===== src/rtl/riscv_mem_arbiter.sv =====
// Serialises the core's per-cycle data access and instruction fetch onto one
// shared memory port, stalling the core until both have completed.
module riscv_mem_arbiter #(
    parameter logic [31:0] NOP_INSTR = 32'h0000_0013,
    parameter int unsigned TIMEOUT   = 64,
    parameter logic [31:0] ERR_DATA  = 32'hDEAD_BEEF
) (
    input  logic        clk,
    input  logic        reset,
    input  logic [31:0] icache_addr,
    input  logic        icache_re,
    input  logic [31:0] dcache_addr,
    input  logic        dcache_re,
    input  logic [3:0]  dcache_we,
    input  logic [31:0] dcache_din,
    output logic [31:0] icache_dout,
    output logic [31:0] dcache_dout,
    output logic        stall,
    output logic        mem_req_valid,
    input  logic        mem_req_ready,
    output logic [31:0] mem_req_addr,
    output logic [3:0]  mem_req_we,
    output logic [31:0] mem_req_wdata,
    input  logic        mem_resp_valid,
    input  logic [31:0] mem_resp_data,
    output logic        err,
    output logic [31:0] stall_count
);

    typedef enum logic [2:0] {
        ISSUE  = 3'd0,
        D_REQ  = 3'd1,
        D_WAIT = 3'd2,
        I_REQ  = 3'd3,
        I_WAIT = 3'd4
    } state_t;

    localparam logic [15:0] TMO_LAST  = 16'(TIMEOUT - 1);
    localparam logic [31:0] WORD_MASK = 32'hFFFF_FFFC;

    state_t      state_r, state_next_s;
    logic        stall_r, req_valid_r, err_r;
    logic [31:0] req_addr_r, req_wdata_r, req_addr_next_s, req_wdata_next_s;
    logic [3:0]  req_we_r, req_we_next_s, dwe_r;
    logic [31:0] iaddr_r, icache_dout_r, dcache_dout_r, stall_count_r;
    logic        ire_r;
    logic [15:0] tcnt_r;
    logic        in_wait_s, tmo_hit_s, done_s;

    assign in_wait_s = (state_r == D_WAIT) || (state_r == I_WAIT);
    // Abandon a transaction only when its last allowed wait cycle also lacks a response
    assign tmo_hit_s = in_wait_s && !mem_resp_valid && (tcnt_r == TMO_LAST);
    assign done_s    = mem_resp_valid || tmo_hit_s;

    // Next-state decode: data access is always serviced before the fetch
    always_comb begin
        state_next_s = state_r;
        case (state_r)
            ISSUE: begin
                if (dcache_re || (dcache_we != 4'b0000)) begin
                    state_next_s = D_REQ;
                end else if (icache_re) begin
                    state_next_s = I_REQ;
                end else begin
                    state_next_s = ISSUE;
                end
            end
            D_REQ:   state_next_s = mem_req_ready ? D_WAIT : D_REQ;
            D_WAIT: begin
                if (done_s) begin
                    state_next_s = ire_r ? I_REQ : ISSUE;
                end else begin
                    state_next_s = D_WAIT;
                end
            end
            I_REQ:   state_next_s = mem_req_ready ? I_WAIT : I_REQ;
            I_WAIT:  state_next_s = done_s ? ISSUE : I_WAIT;
            default: state_next_s = ISSUE;
        endcase
    end

    // Request fields load on entry to a REQ state and hold steady through backpressure
    always_comb begin
        req_addr_next_s  = req_addr_r;
        req_we_next_s    = req_we_r;
        req_wdata_next_s = req_wdata_r;
        if ((state_r == ISSUE) && (state_next_s == D_REQ)) begin
            req_addr_next_s  = dcache_addr & WORD_MASK;
            req_we_next_s    = dcache_we;
            req_wdata_next_s = dcache_din;
        end else if ((state_r == ISSUE) && (state_next_s == I_REQ)) begin
            req_addr_next_s  = icache_addr & WORD_MASK;
            req_we_next_s    = 4'b0000;
            req_wdata_next_s = 32'h0000_0000;
        end else if ((state_r == D_WAIT) && (state_next_s == I_REQ)) begin
            req_addr_next_s  = iaddr_r & WORD_MASK;
            req_we_next_s    = 4'b0000;
            req_wdata_next_s = 32'h0000_0000;
        end else begin
            req_addr_next_s  = req_addr_r;
            req_we_next_s    = req_we_r;
            req_wdata_next_s = req_wdata_r;
        end
    end

    // State register with stall and request-valid registered from the next state
    always_ff @(posedge clk or negedge reset) begin
        if (!reset) begin
            state_r     <= ISSUE;
            stall_r     <= 1'b0;
            req_valid_r <= 1'b0;
        end else begin
            state_r     <= state_next_s;
            stall_r     <= (state_next_s != ISSUE);
            req_valid_r <= (state_next_s == D_REQ) || (state_next_s == I_REQ);
        end
    end

    // Memory request address, byte mask and write data
    always_ff @(posedge clk or negedge reset) begin
        if (!reset) begin
            req_addr_r  <= 32'h0000_0000;
            req_we_r    <= 4'b0000;
            req_wdata_r <= 32'h0000_0000;
        end else begin
            req_addr_r  <= req_addr_next_s;
            req_we_r    <= req_we_next_s;
            req_wdata_r <= req_wdata_next_s;
        end
    end

    // Core inputs are sampled only while the pipeline is free
    always_ff @(posedge clk or negedge reset) begin
        if (!reset) begin
            iaddr_r <= 32'h0000_0000;
            ire_r   <= 1'b0;
            dwe_r   <= 4'b0000;
        end else if (state_r == ISSUE) begin
            iaddr_r <= icache_addr;
            ire_r   <= icache_re;
            dwe_r   <= dcache_we;
        end else begin
            iaddr_r <= iaddr_r;
            ire_r   <= ire_r;
            dwe_r   <= dwe_r;
        end
    end

    // Wait-cycle counter, zero on every entry to a WAIT state
    always_ff @(posedge clk or negedge reset) begin
        if (!reset) begin
            tcnt_r <= 16'h0000;
        end else if (in_wait_s) begin
            tcnt_r <= tcnt_r + 16'h0001;
        end else begin
            tcnt_r <= 16'h0000;
        end
    end

    // Read data return, timeout substitution values and the sticky error flag
    always_ff @(posedge clk or negedge reset) begin
        if (!reset) begin
            icache_dout_r <= NOP_INSTR;
            dcache_dout_r <= 32'h0000_0000;
            err_r         <= 1'b0;
        end else begin
            if ((state_r == D_WAIT) && (dwe_r == 4'b0000) && mem_resp_valid) begin
                dcache_dout_r <= mem_resp_data;
            end else if ((state_r == D_WAIT) && (dwe_r == 4'b0000) && tmo_hit_s) begin
                dcache_dout_r <= ERR_DATA;
            end else begin
                dcache_dout_r <= dcache_dout_r;
            end
            if ((state_r == I_WAIT) && mem_resp_valid) begin
                icache_dout_r <= mem_resp_data;
            end else if ((state_r == I_WAIT) && tmo_hit_s) begin
                icache_dout_r <= NOP_INSTR;
            end else begin
                icache_dout_r <= icache_dout_r;
            end
            err_r <= err_r | tmo_hit_s;
        end
    end

    // Stalled-cycle counter, wraps naturally at 32 bits
    always_ff @(posedge clk or negedge reset) begin
        if (!reset) begin
            stall_count_r <= 32'h0000_0000;
        end else if (stall_r) begin
            stall_count_r <= stall_count_r + 32'h0000_0001;
        end else begin
            stall_count_r <= stall_count_r;
        end
    end

    assign stall         = stall_r;
    assign mem_req_valid = req_valid_r;
    assign mem_req_addr  = req_addr_r;
    assign mem_req_we    = req_we_r;
    assign mem_req_wdata = req_wdata_r;
    assign icache_dout   = icache_dout_r;
    assign dcache_dout   = dcache_dout_r;
    assign err           = err_r;
    assign stall_count   = stall_count_r;

endmodule

===== config.mk =====
export PLATFORM = sky130hd
export DESIGN_NAME = riscv_mem_arbiter
export DESIGN_NICKNAME = d
export VERILOG_FILES = /design/src/rtl/riscv_mem_arbiter.sv
export SDC_FILE = /design/constraint.sdc
export NUM_CORES = 1
export LEC_CHECK = 0
export CAP_MARGIN = 25
export CORE_UTILIZATION = 46
export CTS_CLUSTER_SIZE = 30
export DETAILED_ROUTE_END_ITERATION = 8
export GPL_TIMING_DRIVEN = 0
export PLACE_DENSITY = 0.85
export SLEW_MARGIN = 20
export SYNTH_ARGS = -nofsm -noshare
export SYNTH_HDL_FRONTEND = slang
export SYNTH_SLANG_ARGS = --single-unit

===== constraint.sdc =====
create_clock -name clk -period 6.2 [get_ports clk]
set_input_delay 1.24 -clock clk [delete_from_list [all_inputs] [get_ports clk]]
set_output_delay 1.24 -clock clk [all_outputs]
set_load 0.05 [all_outputs]

==> results of run 1 <==
-- registers in the layout, summed over array words and instances, names as in the netlist, 4 cells and up --
name,cells
dwe_r,4
mem_req_addr,30
tcnt_r,16
iaddr_r,30
dcache_dout,32
icache_dout,32
mem_req_wdata,32
stall_count,32
mem_req_we,4
-- per-stage QoR --
| step | setup slack, ns | power (mW) | util |
|---|---|---|---|
| final | 2.558 | 7.921 | 0.6854 |
| after global routing | 2.470 | 8.294 | 0.6854 |
| after CTS | 2.561 | 7.968 | 0.6854 |
| after detailed placement | 2.040 | 6.500 | 0.6446 |
| after global placement | -5.162 | 6.400 | 0.6415 |
| after floorplan | 2.993 | 5.075 | - |
-- layout make-up --
cell class | count | area, µm² | area share
plain buffers | 57 | 241.5 | 0.01793
clock inverters | 5 | 88.84 | 0.006595
well taps | 265 | 331.6 | 0.02461
inverters | 32 | 120.1 | 0.008917
flip-flops and latches | 219 | 5484 | 0.4071
repair buffers | 300 | 3043 | 0.2259
clock buffers | 38 | 713.2 | 0.05294
multi-input cells | 488 | 3448 | 0.2560
-- cells in the final DEF (no fill, tap or decap), types with 24 or more instances in the layout --
cell type / instances
clkdlybuf4s50_1: 297
dfrtp_1: 216
a22o_1: 65
nor2_1: 60
a21oi_1: 57
clkbuf_1: 55
nand2_1: 36
mux2_2: 35
xnor2_1: 32
inv_1: 32
a211o_1: 30
o221ai_1: 26
o2bb2ai_1: 26
clkbuf_16: 24
-- metal layers --
layer,routed length [µm],track usage
met3,2441,0.06325
met1,10610,0.3158
met4,684,0.08567
met2,12760,0.4251
met5,0,0
-- logic make-up (layout without fill, tap and decap cells) --
kind of cell,Yosys count,in the layout,share of synthesized area
other,1,2,0.0004037
buffers and inverters,89,432,0.03892
adder cells (fa/ha/maj),2,2,0.002693
AND/OR/NAND/NOR,170,170,0.08956
multiplexers,38,38,0.04606
flip-flops,219,219,0.5903
XOR/XNOR,46,46,0.04337
AO/OA/AOI/OAI,230,230,0.1887
-- power breakdown --
group / total [mW] / switching [mW] / internal (mW)
clock: 1.43 / 0.562 / 0.871
combinational: 4.11 / 2.57 / 1.54
sequential: 2.38 / 0.360 / 2.02
-- final timing paths --
path / to / slack, ns / cells past startpoint
max: mem_req_addr[20] / 2.56 / 8
min: err / 0.48 / 1
max reg2reg: mem_req_addr[20] / 3.34 / 9
min reg2reg: err / 0.48 / 1
max in group asynchronous: mem_req_wdata[9] / 4.37 / 3
min in group asynchronous: dcache_dout[1] / 0.71 / 1
==> results.ini, run 1 <==
[yosys]
yosysMostFrequentCell = dfrtp_1
avgSynthCellArea_um2 = 11.69
yosysTopAreaCellShare = 0.5818
async_flop_share = 1.000
ys_seq_elements = 219
yosys.area.top_type = dfrtp_1
syn_area_um2 = 9290
yosys_warnings = 0
synth_cells = 795
yosysUniqueCellTypes = 45
synthFlopType = dfrtp_1
synth_area_leaders = dfrtp_1, a22o_1, mux2_2, a21oi_1, xnor2_1
synthTopCellsByCount = dfrtp_1, a22o_1, nor2_1
synth_edf_count = 0
seq_area_frac_synth = 0.5903

[cts]
numCtsBuffers = 24
cts_tree = done
insertion_delay_ns = 0.52
post_cts_buffers = 0
clk_pin_slew_ns = 0.06
cts-resized-gates = 0
htreeDepth = 1
hold_buffers = 0
clock-root-buffer = clkbuf_16
cts_sinks = 219
clk_path_buf_depth = 3

[power_and_ir_drop]
p_leak_nw = 5.897
powerDensity_nw_per_um2 = 588.1
ir_drop_uv = 456.8

[die]
fp.coreArea_um2 = 19650
initial_core_util = 0.4727
die_w_um = 144.1
dieArea_um2 = 20770
placementRows = 51
io_pins = 305
die_h_um = 144.1

[route]
vias_per_cell = 5.525
wl_per_cell_um = 18.87
drtAntennaViolNets = 0
vias = 7757
firstDrtPassIters = 4
wl_um = 26500
drt_iter0_markers = 353
drc = 0

[global_routing]
grt_pass1_wl_um = 40970
track_usage = 0.2524
grt_max_degree = 80
antenna_found_initial = 0
grt.overflow.total = 0
grt_pass1_vias = 7957

[final_layout]
postLayoutCellArea_um2 = 13470
drive_gt1_frac = 0.07814
fin_nets = 1262
area_growth_pct = 45.00
instances_no_fill = 1404
antenna_cells = 0
nFillCells = 1436

[worst_setup_path]
worstSetupStartpointType = input port
cp_top_family = simple AND/OR/NAND/NOR gates
critPathKind = in2reg
slowest_delay_ns = 0.64
timing.rr.start = state_r[2]
critPathMostFrequentCell = buf_2
startpoint = dcache_we[1]
crit_required_ns = 6.58
slowest_stage = nor4_4
cp.arrival_ns = 4.02
cp_cell_sequence = clkdlybuf4s50_1 -> or4_1 -> nor4_4 -> nor3_1 -> a211o_1 -> buf_2 -> buf_2 -> o2bb2ai_1
path_buf_inv = 3
cp_max_fo = 10
critPathCaptureType = flip-flop

[worst_hold_path]
hold_class = reg2reg
min_from = err

[placed_design]
portBuffers = 298
dpl_cell_area_um2 = 12670
gp_congestion = 0.8726
place_inst = 1361
post-dp-hpwl_um = 19100

[status]
status = finished clean

[sta]
max_slew_margin = 0.4567
rsz0062_at_grt = false
fin_crit_sh = 0.5873
tns_ns = 0
worstMarginPinSlew_ns = 0.8150
report.final.setup_viol = 0
finalHoldWorstSlack_ns = 0.4807
drv_slew = 0
fmax_mhz = 274.6
timing_hold_violations_final = 0
fin_crit_ns = 3.642
finalClockSkew_ns = 0.02846

[flow_run]
cap_violations = 0

No activity file was read; power rests on OpenSTA's default activity.
==> inputs of run 2 (changes only) <==
- clock period: 6.2 -> 3.53 ns (I/O delays scaled with it)
==> results of run 2 <==
The final DEF is identical to that of run 1. Status: finished clean.
Main changes from that run: setup slack after placement 2.040 ns -> -0.09612 ns; clock-pin slew on the worst setup and hold paths 0.06 ns -> 0.05 ns; setup slack after layout 2.558 ns -> 0.4224 ns; hold slack 0.4807 ns -> 0.1799 ns; register-to-register setup slack 3.34 ns -> 0.67 ns; total power 7.921 mW -> 13.91 mW; worst IR drop on VDD 456.8 µV -> 802.2 µV
==> inputs of run 3 (changes only) <==
- clock period: 3.53 -> 3.02 ns (I/O delays scaled with it)
==> run 3 against run 2 <==
Cell count unchanged. Clock skew about the same. Global-route usage unchanged. Worst hold slack worse by 0.10 ns. Critical endpoint unchanged. Largest power group unchanged.
==> results.ini, run 3 (same netlist as run 1, synthesis figures left out) <==
[die]
fp.coreArea_um2 = 19650  ; unchanged
die_h_um = 144.1  ; unchanged
io_pins = 305  ; unchanged
initial_core_util = 0.4727  ; unchanged
placementRows = 51  ; unchanged
dieArea_um2 = 20770  ; unchanged
die_w_um = 144.1  ; unchanged

[worst_setup_path]
rrSetupSlack_ns = 0.17
r2r-end = mem_req_addr[20]
cp.arrival_ns = 3.32
cp_max_fo = 10  ; unchanged
r2r_cells = 9  ; unchanged
cp_cell_sequence = clkdlybuf4s50_1 -> or4_1 -> nor4_4 -> nor3_1 -> a211o_1 -> buf_2 -> buf_2 -> o2bb2ai_1
worstSetupStartpointType = input port
critPathCaptureType = flip-flop
slowest_stage = or4_1
critPathMostFrequentCell = buf_2
slowest_delay_ns = 0.62  ; -0.02 ns
critPathKind = in2reg
timing.rr.start = state_r[2]
path_buf_inv = 3  ; unchanged
cp_top_family = simple AND/OR/NAND/NOR gates
crit_required_ns = 3.40

[global_routing]
grt_max_degree = 80  ; unchanged
antenna_found_initial = 0  ; unchanged
track_usage = 0.2524  ; unchanged
grt_pass1_vias = 7957  ; unchanged
grt_pass1_wl_um = 40970  ; unchanged
grt.overflow.total = 0  ; unchanged

[route]
vias_per_cell = 5.518  ; -0.13%
wl_per_cell_um = 18.87  ; about the same
drc = 0  ; unchanged
vias = 7747  ; -0.13%
wl_um = 26500  ; about the same
drt_iter0_markers = 362  ; +2.5%
firstDrtPassIters = 4  ; unchanged
drtAntennaViolNets = 0  ; unchanged

[worst_hold_path]
hold_class = in2async

[sta]
worstMarginPinSlew_ns = 0.8321  ; +0.01713 ns
rsz0062_at_grt = true
fin_crit_ns = 2.938
timing_hold_violations_final = 0  ; unchanged
fmax_mhz = 340.4
tns_ns = 0  ; unchanged
drv_slew = 0  ; unchanged
finalClockSkew_ns = 0.02850  ; +0.00004170 ns
max_slew_margin = 0.4453  ; -0.01142
finalHoldWorstSlack_ns = 0.07772
fin_crit_sh = 0.9727
fin_ws_ns = 0.08230
report.final.setup_viol = 0  ; unchanged

[final_layout]
final_cell_mix = clkdlybuf4s50_1, dfrtp_1, a22o_1
fin_nets = 1262  ; unchanged
antenna_cells = 0  ; unchanged
seq_area_um2 = 5484  ; unchanged
drive_gt1_frac = 0.07902  ; +0.0008780
multi_input_area_um2 = 3453  ; +0.14%
final_common_cell = clkdlybuf4s50_1
postLayoutCellArea_um2 = 13480  ; about the same
instances_no_fill = 1404  ; unchanged
final_core_util = 0.6856  ; about the same
nFillCells = 1437  ; +0.070%
area_growth_pct = 45.05  ; about the same

[placed_design]
portBuffers = 298  ; unchanged
post-dp-hpwl_um = 19100  ; unchanged
dpl_cell_area_um2 = 12670  ; unchanged
dp_slack_ns = -0.5041
gp_congestion = 0.8726  ; unchanged
place_inst = 1361  ; unchanged

[power_and_ir_drop]
powerDensity_nw_per_um2 = 1207
swShare = 0.4414
p_comb_frac = 0.519  ; about the same
ir_drop_uv = 937.6
p_leak_nw = 5.898  ; about the same
power_frac_clock = 0.181  ; about the same
p_switching_mw = 7.179
power_mw = 16.27
p_int_mw = 9.086
p_seq_frac = 0.300  ; about the same

[cts]
clock-root-buffer = clkbuf_16
clk_path_buf_depth = 3  ; unchanged
cts_sinks = 219  ; unchanged
post_cts_buffers = 0  ; unchanged
clk_pin_slew_ns = 0.05
insertion_delay_ns = 0.52  ; about the same
cts_tree = done
numCtsBuffers = 24  ; unchanged
htreeDepth = 1  ; unchanged

[flow_run]
cap_violations = 0  ; unchanged

[status]
status = finished clean

run 3: metal layers:
metal / global-route usage / vias up / part of all wire
met4: 0.08567 / 0 / 0.026
met3: 0.06325 / 50 / 0.091
met1: 0.3158 / 3797 / 0.40
met5: 0 / - / 0
li1: - / 3556 / -
met2: 0.4251 / 344 / 0.48
run 3: worst max-delay path by stage:
stage            startpoint                end  slack (ns)  depth (start not counted)
3_5_place_dp   dcache_we[1]   mem_req_addr[20]       -0.50                          8
3_3_place_gp          reset  mem_req_wdata[19]       -7.71                          1
5_1_grt          state_r[2]   mem_req_addr[24]      -0.008                          9
6_report       dcache_we[1]   mem_req_addr[20]        0.08                          8
2_1_floorplan  dcache_we[1]   mem_req_addr[21]        0.45                          6
4_1_cts        dcache_we[1]   mem_req_addr[20]        0.02                          8
run 3: layout make-up:
cell class,instances,area share
buffer,57,0.01792
clock buffer,38,0.05292
clock inverter,5,0.006592
inverter,32,0.008914
multi-input combinational,488,0.2563
sequential,219,0.4070
tap,265,0.02461
timing repair buffer,300,0.2258
run 3: power by group through the flow:
stage               registers [mW]  logic, mW  clock network (mW)
floorplan                     7.84       2.57                   0
global placement              4.84       8.29                   0
CTS                           4.86       8.50                3.00
detailed placement            4.87       8.48                   0
finish                        4.87       8.45                2.94
global route                  5.01       8.90                3.11
run 3: repair_timing:
action	in CTS	in global routing
hold buffers	0	0
gates resized for setup	0	1
endpoints found under the setup margin	0	44
